[config.mk]
export PLATFORM = sky130hd
export DESIGN_NAME = multicycle_control_flat
export DESIGN_NICKNAME = d
export VERILOG_FILES = /design/src/rtl/multicycle_control_pkg.sv /design/src/rtl/multicycle_control_if.sv /design/src/rtl/multicycle_control_alu_decoder.sv /design/src/rtl/multicycle_control.sv /design/src/flat_wrapper.sv
export SDC_FILE = /design/constraint.sdc
export NUM_CORES = 1
export LEC_CHECK = 0
export BUFFER_PORTS_ARGS = -buffer_cell sky130_fd_sc_hd__buf_4
export CAP_MARGIN = 20
export CORE_MARGIN = 4
export CORE_UTILIZATION = 45
export CTS_CLUSTER_SIZE = 10
export DETAILED_ROUTE_END_ITERATION = 16
export HOLD_SLACK_MARGIN = 0.08
export PLACE_DENSITY = 0.84
export SLEW_MARGIN = 20
export SYNTH_ARGS = -nofsm -noshare
export SYNTH_HDL_FRONTEND = slang
export SYNTH_HIERARCHICAL = 1
export SYNTH_SLANG_ARGS = --single-unit
[constraint.sdc]
create_clock -name clock -period 2.7 [get_ports clock]
set_clock_uncertainty 0.1 [all_clocks]
set_input_delay 0 -clock clock [delete_from_list [all_inputs] [get_ports clock]]
set_output_delay 0 -clock clock [all_outputs]
set_load 0.01 [all_outputs]
[src/rtl/multicycle_control_pkg.sv]
// Shared definitions for the multicycle MIPS-subset control unit: opcodes,
// funct codes, ALU operation codes, FSM state codes and the internal control
// word. Imported by the control unit, its ALU decoder and the bench.
package multicycle_control_pkg;

  localparam logic [5:0] OP_RTYPE = 6'b000000;
  localparam logic [5:0] OP_LW    = 6'b100011;
  localparam logic [5:0] OP_SW    = 6'b101011;
  localparam logic [5:0] OP_BEQ   = 6'b000100;
  localparam logic [5:0] OP_ADDI  = 6'b001000;
  localparam logic [5:0] OP_J     = 6'b000010;

  localparam logic [5:0] FN_ADD = 6'b100000;
  localparam logic [5:0] FN_SUB = 6'b100010;
  localparam logic [5:0] FN_AND = 6'b100100;
  localparam logic [5:0] FN_OR  = 6'b100101;
  localparam logic [5:0] FN_XOR = 6'b100110;
  localparam logic [5:0] FN_SHL = 6'b000000;
  localparam logic [5:0] FN_SRL = 6'b000010;
  localparam logic [5:0] FN_MUL = 6'b011000;
  localparam logic [5:0] FN_EQ  = 6'b101010;

  // ULA operation encoding
  localparam logic [3:0] ALU_ADD = 4'd0;
  localparam logic [3:0] ALU_SUB = 4'd1;
  localparam logic [3:0] ALU_AND = 4'd2;
  localparam logic [3:0] ALU_OR  = 4'd3;
  localparam logic [3:0] ALU_XOR = 4'd4;
  localparam logic [3:0] ALU_SHL = 4'd5;
  localparam logic [3:0] ALU_SHR = 4'd6;
  localparam logic [3:0] ALU_MUL = 4'd7;
  localparam logic [3:0] ALU_EQ  = 4'd8;

  typedef enum logic [1:0] {
    ALUOP_ADD   = 2'b00,
    ALUOP_SUB   = 2'b01,
    ALUOP_FUNCT = 2'b10
  } aluop_t;

  typedef enum logic [3:0] {
    S_FETCH  = 4'd0,
    S_DECODE = 4'd1,
    S_MEMADR = 4'd2,
    S_MEMRD  = 4'd3,
    S_MEMWB  = 4'd4,
    S_MEMWR  = 4'd5,
    S_EXEC   = 4'd6,
    S_ALUWB  = 4'd7,
    S_BRANCH = 4'd8,
    S_ADDIEX = 4'd9,
    S_ADDIWB = 4'd10,
    S_JUMP   = 4'd11
  } state_t;

  // Ungated control word decoded from the current state
  typedef struct packed {
    logic       pc_write;
    logic       pc_write_cond;
    logic [1:0] pc_source;
    logic       iord;
    logic       mem_read;
    logic       mem_write;
    logic       ir_write;
    logic       reg_dst;
    logic       mem_to_reg;
    logic       reg_write;
    logic       alu_src_a;
    logic [1:0] alu_src_b;
    aluop_t     aluop;
  } ctrl_t;

endpackage

[src/rtl/multicycle_control_if.sv]
// Control bus between the multicycle control unit and the datapath.
//   enable, opcode, funct, alu_zero, mem_ready : datapath -> control
//   pc_en .. alu_control, state, illegal_op    : control -> datapath
// master = control unit, slave = datapath.
interface multicycle_control_if #(
  parameter int ALU_CTRL_W = 4
);
  logic                  enable;
  logic [5:0]            opcode;
  logic [5:0]            funct;
  logic                  alu_zero;
  logic                  mem_ready;

  logic                  pc_en;
  logic [1:0]            pc_source;
  logic                  iord;
  logic                  mem_read;
  logic                  mem_write;
  logic                  ir_write;
  logic                  reg_dst;
  logic                  mem_to_reg;
  logic                  reg_write;
  logic                  alu_src_a;
  logic [1:0]            alu_src_b;
  logic [ALU_CTRL_W-1:0] alu_control;
  logic [3:0]            state;
  logic                  illegal_op;

  modport master (
    input  enable, opcode, funct, alu_zero, mem_ready,
    output pc_en, pc_source, iord, mem_read, mem_write, ir_write, reg_dst,
           mem_to_reg, reg_write, alu_src_a, alu_src_b, alu_control, state,
           illegal_op
  );

  modport slave (
    output enable, opcode, funct, alu_zero, mem_ready,
    input  pc_en, pc_source, iord, mem_read, mem_write, ir_write, reg_dst,
           mem_to_reg, reg_write, alu_src_a, alu_src_b, alu_control, state,
           illegal_op
  );
endinterface

[src/rtl/multicycle_control_alu_decoder.sv]
// ALU decoder: maps (aluop, funct) to the ULA operation code.
//   aluop       in  2-bit selector: add, sub, or decode funct
//   funct       in  IR[5:0]
//   alu_control out ULA operation, zero-extended to ALU_CTRL_W
// Unknown funct falls back to add; there is no trap for it.
module multicycle_control_alu_decoder
  import multicycle_control_pkg::*;
#(
  parameter int ALU_CTRL_W = 4
) (
  input  aluop_t                aluop,
  input  logic [5:0]            funct,
  output logic [ALU_CTRL_W-1:0] alu_control
);

  logic [3:0] code;

  always_comb begin
    code = ALU_ADD;
    case (aluop)
      ALUOP_SUB: code = ALU_SUB;
      ALUOP_FUNCT: begin
        case (funct)
          FN_ADD:  code = ALU_ADD;
          FN_SUB:  code = ALU_SUB;
          FN_AND:  code = ALU_AND;
          FN_OR:   code = ALU_OR;
          FN_XOR:  code = ALU_XOR;
          FN_SHL:  code = ALU_SHL;
          FN_SRL:  code = ALU_SHR;
          FN_MUL:  code = ALU_MUL;
          FN_EQ:   code = ALU_EQ;
          default: code = ALU_ADD;
        endcase
      end
      default: code = ALU_ADD;
    endcase
  end

  assign alu_control = ALU_CTRL_W'(code);

endmodule

[src/rtl/multicycle_control.sv]
// Multicycle control unit for the MIPS-subset datapath (R, lw, sw, beq,
// addi, j). One instruction takes 3-5 cycles through shared memory and ALU.
//   clock, reset  : rising-edge clock, async active-high reset
//   bus (master)  : enable/opcode/funct/alu_zero/mem_ready in; datapath
//                   strobes, mux selects, alu_control, state, illegal_op out
// State register is the only flop. While reset is high every output reads 0,
// so an aborted instruction can never issue a write after reset rises.
// enable=0 freezes the state and kills every strobe; mux selects keep their
// decoded values.
module multicycle_control
  import multicycle_control_pkg::*;
#(
  parameter int ALU_CTRL_W  = 4,
  parameter int MEM_WAIT_EN = 1,
  parameter int ENABLE_JUMP = 1
) (
  input  logic                clock,
  input  logic                reset,
  multicycle_control_if.master bus
);

  state_t                state_q;
  state_t                state_d;
  ctrl_t                 ctrl;
  logic                  mem_rdy;
  logic                  op_legal;
  logic                  live;
  logic [ALU_CTRL_W-1:0] alu_dec;

  assign mem_rdy = (MEM_WAIT_EN != 0) ? bus.mem_ready : 1'b1;

  always_comb begin
    op_legal = 1'b0;
    case (bus.opcode)
      OP_RTYPE, OP_LW, OP_SW, OP_BEQ, OP_ADDI: op_legal = 1'b1;
      OP_J:    op_legal = (ENABLE_JUMP != 0);
      default: op_legal = 1'b0;
    endcase
  end

  always_ff @(posedge clock or posedge reset) begin
    if (reset) state_q <= S_FETCH;
    else       state_q <= state_d;
  end

  always_comb begin
    state_d = state_q;
    if (bus.enable) begin
      case (state_q)
        S_FETCH:  if (mem_rdy) state_d = S_DECODE;
        S_DECODE: begin
          if (!op_legal) state_d = S_FETCH;
          else begin
            case (bus.opcode)
              OP_LW, OP_SW: state_d = S_MEMADR;
              OP_RTYPE:     state_d = S_EXEC;
              OP_BEQ:       state_d = S_BRANCH;
              OP_ADDI:      state_d = S_ADDIEX;
              OP_J:         state_d = S_JUMP;
              default:      state_d = S_FETCH;
            endcase
          end
        end
        S_MEMADR: state_d = (bus.opcode == OP_SW) ? S_MEMWR : S_MEMRD;
        S_MEMRD:  if (mem_rdy) state_d = S_MEMWB;
        S_MEMWR:  if (mem_rdy) state_d = S_FETCH;
        S_EXEC:   state_d = S_ALUWB;
        S_ADDIEX: state_d = S_ADDIWB;
        default:  state_d = S_FETCH;
      endcase
    end
  end

  always_comb begin
    ctrl       = '0;
    ctrl.aluop = ALUOP_ADD;
    case (state_q)
      S_FETCH: begin
        // PC and IR only update on the cycle the memory delivers the word
        ctrl.mem_read  = 1'b1;
        ctrl.ir_write  = mem_rdy;
        ctrl.pc_write  = mem_rdy;
        ctrl.alu_src_b = 2'b01;
      end
      S_DECODE: ctrl.alu_src_b = 2'b11;
      S_MEMADR, S_ADDIEX: begin
        ctrl.alu_src_a = 1'b1;
        ctrl.alu_src_b = 2'b10;
      end
      S_MEMRD: begin
        ctrl.mem_read = 1'b1;
        ctrl.iord     = 1'b1;
      end
      S_MEMWR: begin
        ctrl.mem_write = 1'b1;
        ctrl.iord      = 1'b1;
      end
      S_MEMWB: begin
        ctrl.reg_write  = 1'b1;
        ctrl.mem_to_reg = 1'b1;
      end
      S_EXEC: begin
        ctrl.alu_src_a = 1'b1;
        ctrl.aluop     = ALUOP_FUNCT;
      end
      S_ALUWB: begin
        ctrl.reg_write = 1'b1;
        ctrl.reg_dst   = 1'b1;
      end
      S_ADDIWB: ctrl.reg_write = 1'b1;
      S_BRANCH: begin
        ctrl.alu_src_a     = 1'b1;
        ctrl.aluop         = ALUOP_SUB;
        ctrl.pc_write_cond = 1'b1;
        ctrl.pc_source     = 2'b01;
      end
      S_JUMP: begin
        ctrl.pc_write  = 1'b1;
        ctrl.pc_source = 2'b10;
      end
      default: ;
    endcase
  end

  multicycle_control_alu_decoder #(
    .ALU_CTRL_W (ALU_CTRL_W)
  ) u_alu_dec (
    .aluop       (ctrl.aluop),
    .funct       (bus.funct),
    .alu_control (alu_dec)
  );

  assign live = bus.enable & ~reset;

  assign bus.pc_en       = live & (ctrl.pc_write | (ctrl.pc_write_cond & bus.alu_zero));
  assign bus.mem_read    = live & ctrl.mem_read;
  assign bus.mem_write   = live & ctrl.mem_write;
  assign bus.ir_write    = live & ctrl.ir_write;
  assign bus.reg_write   = live & ctrl.reg_write;
  assign bus.illegal_op  = live & (state_q == S_DECODE) & ~op_legal;

  assign bus.pc_source   = reset ? 2'b00 : ctrl.pc_source;
  assign bus.iord        = ~reset & ctrl.iord;
  assign bus.reg_dst     = ~reset & ctrl.reg_dst;
  assign bus.mem_to_reg  = ~reset & ctrl.mem_to_reg;
  assign bus.alu_src_a   = ~reset & ctrl.alu_src_a;
  assign bus.alu_src_b   = reset ? 2'b00 : ctrl.alu_src_b;
  assign bus.alu_control = reset ? '0 : alu_dec;
  assign bus.state       = state_q;

endmodule

[src/flat_wrapper.sv]
// flat-port wrapper written by rule: the top's interface ports become plain ports
module multicycle_control_flat import multicycle_control_pkg::*;
#(
  parameter int ALU_CTRL_W  = 4,
  parameter int MEM_WAIT_EN = 1,
  parameter int ENABLE_JUMP = 1
)
  (clock, reset, bus_enable, bus_opcode, bus_funct, bus_alu_zero, bus_mem_ready, bus_pc_en, bus_pc_source, bus_iord, bus_mem_read, bus_mem_write, bus_ir_write, bus_reg_dst, bus_mem_to_reg, bus_reg_write, bus_alu_src_a, bus_alu_src_b, bus_alu_control, bus_state, bus_illegal_op);
  multicycle_control_if #(.ALU_CTRL_W(ALU_CTRL_W)) bus_i ();
  input  logic clock;
  input  logic reset;
  input wire logic [$bits(bus_i.enable)-1:0] bus_enable;
  input wire logic [$bits(bus_i.opcode)-1:0] bus_opcode;
  input wire logic [$bits(bus_i.funct)-1:0] bus_funct;
  input wire logic [$bits(bus_i.alu_zero)-1:0] bus_alu_zero;
  input wire logic [$bits(bus_i.mem_ready)-1:0] bus_mem_ready;
  output wire logic [$bits(bus_i.pc_en)-1:0] bus_pc_en;
  output wire logic [$bits(bus_i.pc_source)-1:0] bus_pc_source;
  output wire logic [$bits(bus_i.iord)-1:0] bus_iord;
  output wire logic [$bits(bus_i.mem_read)-1:0] bus_mem_read;
  output wire logic [$bits(bus_i.mem_write)-1:0] bus_mem_write;
  output wire logic [$bits(bus_i.ir_write)-1:0] bus_ir_write;
  output wire logic [$bits(bus_i.reg_dst)-1:0] bus_reg_dst;
  output wire logic [$bits(bus_i.mem_to_reg)-1:0] bus_mem_to_reg;
  output wire logic [$bits(bus_i.reg_write)-1:0] bus_reg_write;
  output wire logic [$bits(bus_i.alu_src_a)-1:0] bus_alu_src_a;
  output wire logic [$bits(bus_i.alu_src_b)-1:0] bus_alu_src_b;
  output wire logic [$bits(bus_i.alu_control)-1:0] bus_alu_control;
  output wire logic [$bits(bus_i.state)-1:0] bus_state;
  output wire logic [$bits(bus_i.illegal_op)-1:0] bus_illegal_op;
  assign bus_i.enable = bus_enable;
  assign bus_i.opcode = bus_opcode;
  assign bus_i.funct = bus_funct;
  assign bus_i.alu_zero = bus_alu_zero;
  assign bus_i.mem_ready = bus_mem_ready;
  assign bus_pc_en = bus_i.pc_en;
  assign bus_pc_source = bus_i.pc_source;
  assign bus_iord = bus_i.iord;
  assign bus_mem_read = bus_i.mem_read;
  assign bus_mem_write = bus_i.mem_write;
  assign bus_ir_write = bus_i.ir_write;
  assign bus_reg_dst = bus_i.reg_dst;
  assign bus_mem_to_reg = bus_i.mem_to_reg;
  assign bus_reg_write = bus_i.reg_write;
  assign bus_alu_src_a = bus_i.alu_src_a;
  assign bus_alu_src_b = bus_i.alu_src_b;
  assign bus_alu_control = bus_i.alu_control;
  assign bus_state = bus_i.state;
  assign bus_illegal_op = bus_i.illegal_op;
  multicycle_control #(.ALU_CTRL_W(ALU_CTRL_W), .MEM_WAIT_EN(MEM_WAIT_EN), .ENABLE_JUMP(ENABLE_JUMP)) u_core (.clock(clock), .reset(reset), .bus(bus_i));
endmodule
==> results of run 1 <==
cells in the mapped netlist (2+ instances only):
library cell / number
nor4_1: 8
o21ai_0: 6
o211ai_1: 2
nand3_1: 7
a31oi_1: 3
ha_1: 2
xnor2_1: 2
inv_1: 7
nand2b_1: 6
clkbuf_1: 5
xor2_1: 2
nand4_1: 2
dfrtp_1: 4
or3_1: 3
nor3_1: 7
nand2_1: 11
a21oi_1: 9
nor2_1: 13
nor2b_1: 5
how the worst max path moves through the flow:
stage                           to  depth (start not counted)                start
6_report       u_core/bus.state[2]                          6  u_core/bus.state[1]
5_1_grt         bus_alu_control[3]                          7  u_core/bus.state[2]
4_1_cts        u_core/bus.state[2]                          6  u_core/bus.state[1]
3_5_place_dp    bus_alu_control[3]                          7  u_core/bus.state[2]
3_3_place_gp    bus_alu_control[3]                          7  u_core/bus.state[2]
2_1_floorplan   bus_alu_control[3]                          8  u_core/bus.state[1]
what timing repair did:
item                                    CTS  global route
setup buffers                             0             0
hold endpoints to repair                  7             0
endpoints found under the setup margin    0             0
hold buffers                              3             0
worst max-delay path: cells and delay by family, from the launching register on:
family | cells | cell delay, ps
AO/OA/AOI/OAI | 2 | 350
buffers and inverters | 2 | 780
flip-flops | 1 | 370
AND/OR/NAND/NOR | 2 | 650
cell families (layout without fill, tap and decap cells):
kind of cell	count (synthesis)	after routing	share of synthesized area, %
simple gates	68	68	45.48
flops	4	4	12.46
buf+inv	14	55	6.698
xor+xnor	4	4	4.362
fa+ha+maj	2	2	3.115
compound gates	31	31	27.88
layout make-up:
type / instances / area [sq um] / share of cell area, %
Multi-Input combinational cell: 105 / 649.4 / 55.27
Sequential cell: 4 / 100.1 / 8.520
Tap cell: 25 / 31.28 / 2.662
Clock buffer: 3 / 22.52 / 1.917
Inverter: 7 / 26.28 / 2.236
Timing Repair Buffer: 45 / 345.3 / 29.39
per-layer routing:
layer	track usage (%)	part of all wire, %
met5	0	0
met3	3.858	8.6
met2	32.61	49
met1	25.68	42
met4	6.452	0.46
power groups by stage:
stage                     Sequential, W  Combinational, W   Clock, W
after detailed placement       0.000111          0.000585          0
final                          0.000109          0.000612  0.0000733
after floorplan                0.000122          0.000356          0
after global routing           0.000114          0.000654  0.0000779
after global placement         0.000109          0.000574          0
after CTS                      0.000110          0.000599  0.0000745
metrics by stage:
stage                     util, %  setup slack, ps
after detailed placement    65.71            685.4
after floorplan                 -            537.3
final                       68.79            369.5
after global placement      65.71            745.1
after CTS                   68.79            385.8
after global routing        68.79            257.0
==> impl_metrics.csv, run 1 <==
group,metric,value,unit
setup_path,path_class,"reg -> reg",
setup_path,reg2reg_from,"u_core/bus.state[1]",
hold_path,hold_depth,4,
setup_path,cp_cell_sequence,"buf_4 > or4b_4 > o221ai_4 > nand2_1 > o31ai_1 > dlygate4sd3_1",
timing,worst_pin_slew,429.1,ps
logic_synthesis,synth_cells,123,
die,die_area,2525,sq um
logic_synthesis,syn-cell-area,803.3,sq um
setup_path,r2r_slack,370,ps
flow_run,maxCapViolations,0,
routing,drcViolationCount,0,
cts,root_buffer,"clkbuf_4",
logic_synthesis,yosys-top-cells-area,"dfrtp_1, nor4_1, nor2_1",
cts,clockBufferDepth,2,
logic_synthesis,synthArstFlopShare,100.0,%
layout,fin_area,1175,sq um
setup_path,cp.arrival,2400,ps
routing,routed_via_density,5.825,
cts,cts_made_buffers,3,
layout,area_growth,46.26,%
cts,cts-resized-gates,0,
power,totalPowerFinal,0.0007949,W
grt,antenna_found_initial,0,
place,placed_cell_area,1122,sq um
timing,clock.fmax,0.4291,GHz
timing,relSlewSlack,70.66,%
layout,final_cell_mix,"buf_4, nor2_1, nand2_1",
logic_synthesis,synth_cell_types,38,
cts,insertion_delay,240,ps
timing,finalSetupViolCount,0,
grt,grt_max_degree,21,
logic_synthesis,synth_edf_count,0,
setup_path,slowest_delay,580,ps
grt,grt_pass1_vias,913,
cts,cts_tree,"built",
power,internal_power,0.0003915,W
setup_path,worstSetupEndpointType,"flip-flop",
logic_synthesis,synth_seq_cells,4,
power,swShare,50.75,%
grt,grt_pass1_wl,3.981,mm
cts,clk_pin_slew_worst_paths,40,ps
timing,timing.final.max_slew_violations,0,
layout,final_cells,189,
timing,rsz0062_at_grt,"no",
die,core,1708,sq um
die,die_w,50.25,microns
logic_synthesis,synth_warnings,6,
logic_synthesis,synth_nets,142,
power,pwr-share-seq,13.8,%
routing,num_vias,1101,
power,p_leak,0.4958,nW
setup_path,cp_slowest_cell,"dlygate4sd3_1",
hold_path,hold_path_end,"u_core/bus.state[0]",
cts,cts.sink_count,4,
layout,final_nets,185,
hold_path,hold_class,"in -> reg",
layout,num_antenna_cells,0,
place,globalplace.congestion,0.8528,
grt,grt_overflow,0,
power,p_clk_share,9.2,%
layout,drive_gt1_share,31.71,%
routing,wire_per_inst,13.69,microns
layout,final_common_cell,"buf_4",
timing,fin_crit_sh,86.31,%
timing,hold_violations,0,
routing,drt_iter0_markers,44,
timing,hold_ws,107.6,ps
setup_path,cp_max_fo,20,
hold_path,hold_start,"bus_opcode[5]",
logic_synthesis,synth.largest_area_cell,"dfrtp_1",
power,p_switching,0.0004034,W
logic_synthesis,ys.flop_type,"dfrtp_1",
grt,grtUsageTotal,19.83,%
setup_path,r2r_cells,6,
logic_synthesis,avgSynthCellArea,6.531,sq um
cts,htree_levels,1,
timing,min_period,2330,ps
die,start_util,47.03,%
setup_path,r2r_end,"u_core/bus.state[2]",
logic_synthesis,synth_top_area_share,12.46,%
die,row_count,15,
die,die_h,50.25,microns
power,ir_drop,0.3892,mV
routing,drt_first_pass_iters,4,
layout,largest_reg_flops,4,
routing,ant_nets,0,
place,dp.cells,183,
logic_synthesis,synth_seq_area_share,12.46,%
die,io-pin-count,39,
setup_path,crit_required,2770,ps
routing,routed_wl,2.588,mm
timing,tns,0,ps
layout,n_fill_cell,152,
place,port_buffers,38,
setup_path,critical_path.startpoint_type,"flip-flop",
run_status,outcome,"finished clean",
power,comb_power_share,77.0,%
power,power_density,676.5,nW/um^2
place,hpwl,1.956,mm
Power figures use the tool's default switching activity.
==> run 2, diff against run 1 <==
--- a/config.mk
+++ b/config.mk
@@ -7,7 +7,6 @@
 export LEC_CHECK = 0
 export BUFFER_PORTS_ARGS = -buffer_cell sky130_fd_sc_hd__buf_4
 export CAP_MARGIN = 20
-export CORE_MARGIN = 4
 export CORE_UTILIZATION = 45
 export CTS_CLUSTER_SIZE = 10
 export DETAILED_ROUTE_END_ITERATION = 16
==> impl_metrics.csv, run 2 (synthesis results as in run 1) <==
group,metric,value,unit
routing,num_vias,1094,
power,power_density,665.0,nW/um^2
die,row_count,14,
place,hpwl,1.904,mm
grt,grtUsageMet3,3.673,%
cts,htree_levels,1,
timing,fin_crit_sh,90.30,%
grt,grt_pass1_vias,1002,
setup_path,cp_slowest_cell,"dfrtp_1",
layout,largest_reg_flops,4,
cts,root_buffer,"clkbuf_4",
cts,clockBufferDepth,2,
grt,grt_util_met1,38.85,%
setup_path,critical_path.startpoint_type,"flip-flop",
routing,drcViolationCount,0,
timing,hold_violations,0,
grt,grt_max_degree,16,
grt,grtUsageTotal,29.14,%
die,core,1594,sq um
timing,worst_pin_slew,422.6,ps
hold_path,hold_class,"in -> reg",
setup_path,crit_required,2600,ps
setup_path,cp.arrival,2340,ps
grt,grt_use_met2,49.71,%
cts,cts.sink_count,4,
timing,finalSetupViolCount,0,
routing,ant_nets,0,
layout,final-seq-area,100.1,sq um
timing,rsz0062_at_grt,"no",
setup_path,reg2reg_from,"u_core/bus.state[1]",
setup_path,r2r_end,"u_core/bus.state[2]",
timing,min_period,2438,ps
setup_path,cp_cell_sequence,"nor4_1 > inv_1 > ha_1 > nand2b_1 > nor4_1 > nor2b_1 > buf_4",
routing,routed_via_density,5.758,
setup_path,crit_path_frequent_cell,"nor4_1",
flow_run,maxCapViolations,0,
setup_path,r2r_slack,380,ps
setup_path,r2r_cells,6,
routing,drt_iter0_markers,42,
cts,insertion_delay,250,ps
timing,timing.final.max_slew_violations,0,
routing,drt_first_pass_iters,6,
layout,area_growth,48.60,%
layout,drive_gt1_share,31.33,%
setup_path,worst-path-buf-inv,2,
setup_path,slowest_delay,530,ps
place,port_buffers,38,
die,die_w,44.25,microns
die,die_h,44.25,microns
setup_path,critPathCapture,"bus_alu_control[3]",
grt,grt_overflow,0,
power,comb_power_share,74.3,%
layout,n_fill_cell,140,
grt,antenna_found_initial,0,
setup_path,cp_max_fo,15,
cts,cts_tree,"built",
grt,busiest_layer,"met2",
die,die_area,1958,sq um
setup_path,worstSetupStartpoint,"u_core/bus.state[1]",
routing,routed_wl,2.623,mm
power,internal_power,0.0003927,W
power,ir_drop,0.4869,mV
cts,clk_pin_slew_worst_paths,30,ps
timing,hold_ws,182.3,ps
grt,grt_pass1_wl,4.333,mm
power,p_switching,0.0004011,W
place,globalplace.congestion,0.8459,
routing,wire_per_inst,13.81,microns
timing,clock.fmax,0.4102,GHz
timing,tns,0,ps
layout,num_antenna_cells,0,
layout,final_cell_mix,"buf_4, nor2_1, nand2_1",
setup_path,cp_top_family,"simple AND/OR/NAND/NOR gates",
power,pwr-share-seq,15.4,%
layout,final_common_cell,"buf_4",
power,p_clk_share,10.2,%
power,swShare,50.52,%
hold_path,hold_depth,5,
cts,cts_made_buffers,3,
timing,relSlewSlack,71.10,%
setup_path,worstSetupEndpointType,"output pin",
setup_path,path_depth,7,
layout,multi_input_area,649.4,sq um
die,io-pin-count,39,
power,p_leak,0.5069,nW
setup_path,path_class,"reg -> out",
die,start_util,50.39,%
run_status,outcome,"finished clean",
layout,final_nets,187,
==> run 2: how the worst min path moves through the flow <==
stage,from,end,slack (ps)
5_1_grt,bus_opcode[4],u_core/bus.state[3],230
3_3_place_gp,reset,u_core/bus.state[2],-110
4_1_cts,bus_opcode[4],u_core/bus.state[3],170
6_report,bus_opcode[4],u_core/bus.state[3],180
2_1_floorplan,reset,u_core/bus.state[0],-320
3_5_place_dp,reset,u_core/bus.state[3],-110
==> run 2: cell type report <==
| cell class | instances | area share [%] |
|---|---|---|
| Multi-Input combinational cell | 105 | 54.40 |
| Timing Repair Buffer | 47 | 30.61 |
| Sequential cell | 4 | 8.386 |
| Tap cell | 24 | 2.516 |
| Inverter | 7 | 2.201 |
| Clock buffer | 3 | 1.887 |
==> run 2: metrics by stage <==
stage / util (%) / setup slack, ps / area (sq um) / cells / total power [W]
6_report: 74.88 / 261.9 / 1194 / 190 / 0.0007938
5_1_grt: 74.88 / 108.7 / 1194 / 190 / 0.0008491
4_1_cts: 74.88 / 275.8 / 1194 / 190 / 0.0007849
3_5_place_dp: 70.33 / 543.2 / 1121 / 182 / 0.0006883
3_3_place_gp: 70.33 / 676.8 / 1121 / 182 / 0.0006737
2_1_floorplan: - / 537.3 / 803.3 / 123 / 0.0004780
==> run 2: power groups by stage <==
stage / Clock (W) / Sequential [W] / Combinational (W)
5_1_grt: 0.0000840 / 0.000127 / 0.000638
2_1_floorplan: 0 / 0.000122 / 0.000356
3_5_place_dp: 0 / 0.000123 / 0.000565
3_3_place_gp: 0 / 0.000121 / 0.000552
4_1_cts: 0.0000829 / 0.000122 / 0.000581
6_report: 0.0000813 / 0.000123 / 0.000590
==> run 2: repair_timing <==
action                                  CTS  global route
endpoints found under the setup margin    0             0
setup buffers                             0             0
endpoints found under the hold margin     7             0
gates resized for setup                   0             0
hold buffers                              5             0
==> run 2: routing by layer <==
layer  wire length [microns]  share of wire (%)
met1                    1126                 43
met2                    1294                 49
met5                       0                  0
met3                     183                7.0
met4                      18               0.69
==> run 2: tightest hold or removal path, delay by kind of cell <==
family,cells,cell delay (ps)
AND/OR/NAND/NOR,2,100
AO/OA/AOI/OAI,2,290
buffers and inverters,1,90
